### config.mk
export PLATFORM = sky130hd
export DESIGN_NAME = parking_system
export DESIGN_NICKNAME = d
export VERILOG_FILES = /design/src/rtl/parking_pkg.sv /design/src/rtl/parking_capacity.sv /design/src/rtl/parking_system.sv
export SDC_FILE = /design/constraint.sdc
export NUM_CORES = 1
export LEC_CHECK = 0
export BUFFER_PORTS_ARGS = -buffer_cell sky130_fd_sc_hd__clkbuf_2
export CAP_MARGIN = 40
export CORE_MARGIN = 2
export CORE_UTILIZATION = 54
export DETAILED_ROUTE_END_ITERATION = 16
export PLACE_DENSITY = 0.72
export RECOVER_POWER = 25
export SLEW_MARGIN = 0
export SYNTH_ARGS = -nofsm -noshare
export SYNTH_HDL_FRONTEND = slang
export SYNTH_SLANG_ARGS = --single-unit
### constraint.sdc
create_clock -name clk -period 8.6 [get_ports clk]
set_input_delay 0 -clock clk [delete_from_list [all_inputs] [get_ports clk]]
set_output_delay 0 -clock clk [all_outputs]
set_load 0.005 [all_outputs]
### src/rtl/parking_pkg.sv
// Shared definitions for the parking lot occupancy tracker.
// Holds the lot geometry, the hour boundaries of the day/ramp/shared
// windows, the 10-bit count type and the saturating vacancy helpers.
package parking_pkg;

  typedef logic [9:0] count_t;
  typedef logic [4:0] hour_t;

  localparam count_t TOTAL_SPACES = 10'd700;
  localparam count_t UNI_BASE     = 10'd500;
  localparam count_t STEP         = 10'd50;

  localparam hour_t DAY_START  = 5'd8;
  localparam hour_t RAMP_START = 5'd13;
  localparam hour_t DAY_END    = 5'd16;

  // Subtraction that floors at zero instead of wrapping.
  function automatic count_t satSub(input count_t a, input count_t b);
    return (a > b) ? count_t'(a - b) : '0;
  endfunction

  // Free spaces for one class: room left under the class capacity, but
  // never more than the room left in the whole lot. A capacity that has
  // shrunk below the current count yields zero rather than wrapping.
  function automatic count_t satVacancy(input count_t cap, input count_t own,
                                        input count_t other);
    logic [10:0] total;
    logic [10:0] lotLimit;
    count_t      classRoom;
    count_t      lotRoom;
    total     = {1'b0, own} + {1'b0, other};
    lotLimit  = {1'b0, TOTAL_SPACES};
    classRoom = satSub(cap, own);
    lotRoom   = (total < lotLimit) ? count_t'(lotLimit - total) : '0;
    return (classRoom < lotRoom) ? classRoom : lotRoom;
  endfunction

endpackage

### src/rtl/parking_capacity.sv
// Maps the hour of day to per-class capacities.
// Ports:
//   hour_i        in   5   hour of day (24..31 treated as shared window)
//   uniCount_i    in  10   university cars parked
//   nonuniCount_i in  10   non-university cars parked
//   uniCap_o      out 10   capacity available to university cars
//   nonuniCap_o   out 10   capacity available to non-university cars
module parking_capacity
  import parking_pkg::*;
(
  input  logic [4:0] hour_i,
  input  count_t     uniCount_i,
  input  count_t     nonuniCount_i,
  output count_t     uniCap_o,
  output count_t     nonuniCap_o
);

  // Day window is the default split. The ramp window hands STEP spaces per
  // hour from university to non-university. Outside both windows the lot is
  // shared, so each class may use whatever the other class leaves free.
  always_comb begin
    uniCap_o    = UNI_BASE;
    nonuniCap_o = TOTAL_SPACES - UNI_BASE;
    if (hour_i >= RAMP_START && hour_i < DAY_END) begin
      nonuniCap_o = (TOTAL_SPACES - UNI_BASE)
                  + STEP * count_t'(hour_i - (RAMP_START - 5'd1));
      uniCap_o    = TOTAL_SPACES - nonuniCap_o;
    end else if (hour_i < DAY_START || hour_i >= DAY_END) begin
      uniCap_o    = satSub(TOTAL_SPACES, nonuniCount_i);
      nonuniCap_o = satSub(TOTAL_SPACES, uniCount_i);
    end
  end

endmodule

### src/rtl/parking_system.sv
// Parking lot occupancy tracker for university and non-university cars.
// Ports:
//   clk, rst_n                 clock and synchronous active-low reset
//   car_entered / car_exited   gate sensor levels, rising edge = one car
//   is_uni_car_entered/exited  class qualifier sampled with each edge
//   hour                       hour of day 0..23
//   uni_parked_car, parked_car per-class parked counts
//   uni_vacated_space, vacated_space  per-class free spaces
//   uni_is_vacated_space, is_vacated_space, parking_is_vacated_space  flags
module parking_system
  import parking_pkg::*;
(
  input  logic       clk,
  input  logic       rst_n,
  input  logic       car_entered,
  input  logic       is_uni_car_entered,
  input  logic       car_exited,
  input  logic       is_uni_car_exited,
  input  logic [4:0] hour,
  output logic [9:0] uni_parked_car,
  output logic [9:0] parked_car,
  output logic [9:0] uni_vacated_space,
  output logic [9:0] vacated_space,
  output logic       uni_is_vacated_space,
  output logic       is_vacated_space,
  output logic       parking_is_vacated_space
);

  logic   entPrev_q;
  logic   extPrev_q;
  count_t uniCount_q, uniCount_d;
  count_t nonuniCount_q, nonuniCount_d;

  logic   entryEvt;
  logic   exitEvt;
  count_t uniPost, nonuniPost;
  count_t uniCap, nonuniCap;
  count_t uniCapPost, nonuniCapPost;
  count_t uniVacPost, nonuniVacPost;

  assign entryEvt = car_entered & ~entPrev_q;
  assign exitEvt  = car_exited & ~extPrev_q;

  // Capacity seen by the outputs, from the registered counts.
  parking_capacity u_capNow (
    .hour_i        (hour),
    .uniCount_i    (uniCount_q),
    .nonuniCount_i (nonuniCount_q),
    .uniCap_o      (uniCap),
    .nonuniCap_o   (nonuniCap)
  );

  // Capacity after this cycle's exit, used to admit a same-cycle entry.
  parking_capacity u_capPost (
    .hour_i        (hour),
    .uniCount_i    (uniPost),
    .nonuniCount_i (nonuniPost),
    .uniCap_o      (uniCapPost),
    .nonuniCap_o   (nonuniCapPost)
  );

  // Exit is applied first and never underflows an empty class.
  always_comb begin
    uniPost    = uniCount_q;
    nonuniPost = nonuniCount_q;
    if (exitEvt) begin
      if (is_uni_car_exited) begin
        if (uniCount_q != '0) uniPost = uniCount_q - 10'd1;
      end else begin
        if (nonuniCount_q != '0) nonuniPost = nonuniCount_q - 10'd1;
      end
    end
  end

  assign uniVacPost    = satVacancy(uniCapPost, uniPost, nonuniPost);
  assign nonuniVacPost = satVacancy(nonuniCapPost, nonuniPost, uniPost);

  // Entry is admitted only when the post-exit vacancy for its class is
  // non-zero; a refused car leaves the counts untouched.
  always_comb begin
    uniCount_d    = uniPost;
    nonuniCount_d = nonuniPost;
    if (entryEvt) begin
      if (is_uni_car_entered) begin
        if (uniVacPost != '0) uniCount_d = uniPost + 10'd1;
      end else begin
        if (nonuniVacPost != '0) nonuniCount_d = nonuniPost + 10'd1;
      end
    end
  end

  // Counters and sensor history; reset wins over any pending edge.
  always_ff @(posedge clk) begin
    if (!rst_n) begin
      entPrev_q     <= 1'b0;
      extPrev_q     <= 1'b0;
      uniCount_q    <= '0;
      nonuniCount_q <= '0;
    end else begin
      entPrev_q     <= car_entered;
      extPrev_q     <= car_exited;
      uniCount_q    <= uniCount_d;
      nonuniCount_q <= nonuniCount_d;
    end
  end

  assign uni_parked_car           = uniCount_q;
  assign parked_car               = nonuniCount_q;
  assign uni_vacated_space        = satVacancy(uniCap, uniCount_q, nonuniCount_q);
  assign vacated_space            = satVacancy(nonuniCap, nonuniCount_q, uniCount_q);
  assign uni_is_vacated_space     = (uni_vacated_space != '0);
  assign is_vacated_space         = (vacated_space != '0);
  assign parking_is_vacated_space = ({1'b0, uniCount_q} + {1'b0, nonuniCount_q})
                                  < {1'b0, TOTAL_SPACES};

endmodule

==> flow_metrics.tcl <==
set metrics [dict create \
    outcome "finished, final reports clean" \
    yosys_warnings 0 \
    ys_async_sr_fraction_pct 0 \
    port_buffers 53 \
    min_period_ps 7850 \
    gp_congestion 0.994 \
    vias_per_cell 6.32 \
    slew_viol_final 0 \
    synthTopCellsByArea "ha_1 (19%), xnor2_1 (6.4%), dfxtp_1 (5.2%)" \
    ys_ff_latch 22 \
    fillers 1504 \
    max_freq_mhz 127 \
    dp_hpwl_um 21600 \
    track_usage_pct 31.0 \
    core_area_um2 15200 \
    overflow 0 \
    synth_flop_cell "dfxtp_1" \
    grt_pass1_vias 8222 \
    worstPathRequired_ps 8760 \
    rsz0062_at_grt "false" \
    regArea_um2 440 \
    hold_viol_final 0 \
    initial_core_util_pct 55.4 \
    cts_tree "built" \
    wl_per_cell_um 18.7 \
    ctsRootBufferMaster "clkbuf_16" \
    multi_input_area_um2 7460 \
    period_share_pct 91.3 \
    holdPathStages 2 \
    drc 0 \
    layout.nets 1342 \
    rows 45 \
    final_common_cell "ha_1" \
    post-route-util_pct 58.7 \
    grt_pass1_wl_um 41900 \
    arrival_ps 8010 \
    skew_ps 7.27 \
    cts_buffer_depth 2 \
    preCtsSetupSlack_ps 1050 \
    synth_edf_count 0 \
    final_cell_mix "ha_1 (125), nand2_1 (106), nor2_1 (102)" \
    drive_gt1_share_pct 8.44 \
    worst_pin_slew_ps 869 \
    vias 8751 \
    setup_ws_ps 750 \
    clk_latency_ps 260 \
    cp-end-kind "flip-flop" \
    slowest_delay_ps 570 \
    setup_violations 0 \
    syn_nets 1303 \
    antenna_cells 0 \
    drt_wl_total_um 25900 \
    dieHeight_um 129 \
    htreeDepth 1 \
    synth_area_um2 8420 \
    netlist.area_leader.share_pct 18.6 \
    area_delta_synth_final_pct 5.88 \
    path_clk_slew_ps 60 \
    syn_area_per_cell_um2 7.27 \
    rr_worst_depth 28 \
    syn_inst 1158 \
    crit_path_top_delay_cell "nor3b_4" \
    drt_iter0_markers 748 \
    cts_buffers 3 \
    fp.dieArea_um2 16600 \
    dr.pass1.iters 7 \
    dieWidth_um 129 \
    grt_max_degree 20 \
    crit_type "flip-flop to flip-flop" \
    ant_nets 0 \
    yosys.cell_types.count 98 \
    ys_seq_area_share_pct 5.23 \
    antenna_found_initial 0 \
    hp-class "input pin to flip-flop" \
    clock_sinks 22 \
    synth_area_leader_cell "ha_1" \
    worstSetupStartpointType "flip-flop" \
    cts-resized-gates 0 \
    io_pins 54 \
    maxCapViolCount 0 \
    setup_tns_ps 0 \
    critPathMaxFanout 17 \
    slew_headroom_pct 42.1 \
]
[kinds of logic after synthesis]
kind of cell               count (synthesis)  synth area share (%)
muxes                                     35                  4.28
DFF                                       22                  5.23
buffers and inverters                    124                  6.24
AOI/OAI and AO/OA                        309                  25.6
and+or+nand+nor                          435                  27.0
adders and majority gates                134                  20.7
xor gates and xnor gates                  99                  11.0
[worst paths after layout]
kind                              end                         start  slack (ps)
max reg2reg  parked_car[1]$_SDFF_PN0_  uni_parked_car[1]$_SDFF_PN0_         750
min              extPrev_q$_SDFF_PN0_                    car_exited          80
min reg2reg  parked_car[3]$_SDFF_PN0_          entPrev_q$_SDFF_PN0_         730
max          parked_car[1]$_SDFF_PN0_  uni_parked_car[1]$_SDFF_PN0_         750
[stage by stage]
stage                     hold WS, ps  std cells  cell area (um2)
after floorplan                   122       1158             8420
final                            75.7       1384             8920
after detailed placement          231       1379             8820
after global routing             65.4       1384             8920
after CTS                        53.9       1384             8940
after global placement            234       1378             8810
[worst max-delay path, delay by kind of cell (launching register included)]
family | cells | cell delay (ps)
compound gates | 12 | 3210
fa+ha+maj | 3 | 1000
xor+xnor | 1 | 240
simple gates | 9 | 2130
buf+inv | 2 | 380
flops | 1 | 510
mux | 1 | 270
[cell type report]
type,count,share of cell area (%)
well taps,188,2.64
multi-input cells,1012,83.6
repair buffers,62,3.56
inverters,96,4.07
clock buffers,3,0.842
flip-flops and latches,22,4.94
clock inverters,1,0.337
[synth_stat cells (9+ instances only)]
library cell    n
a211oi_1       10
a21o_1         27
a21oi_1        74
and2_1         15
and3_1         12
clkbuf_1       11
dfxtp_1        22
fa_1            9
ha_1          125
inv_1          91
mux2i_1        27
nand2_1       106
nand3_1        37
nand4_1        22
nor2_1        102
nor2b_1        17
nor3_1         31
nor4_1         15
o21a_1         21
o21ai_0        56
o31a_1         11
o31ai_1        11
or2_2           9
or3_1          14
or4_1          10
xnor2_1        62
xor2_1         33
[metal layers]
metal / track usage, % / wire length [um] / vias up
li1: - / - / 4325
met1: 39.7 / 11100 / 4010
met2: 53.3 / 12200 / 330
met3: 1.87 / 1220 / 86
met4: 14.6 / 1380 / 0
met5: 0 / 0 / -
[flip-flops by register name (all words and copies together) (netlist names)]
| signal | count |
|---|---|
| entPrev_q | 1 |
| extPrev_q | 1 |
| parked_car | 10 |
| uni_parked_car | 10 |
[repair_timing]
item | 4_1_cts | 5_1_grt
hold endpoints to repair | 1 | 0
hold buffers | 1 | 0
setup buffers | 0 | 0
Power is not shown: default switching activity piles up to over one toggle a cycle in this logic, so the estimate is an artifact.
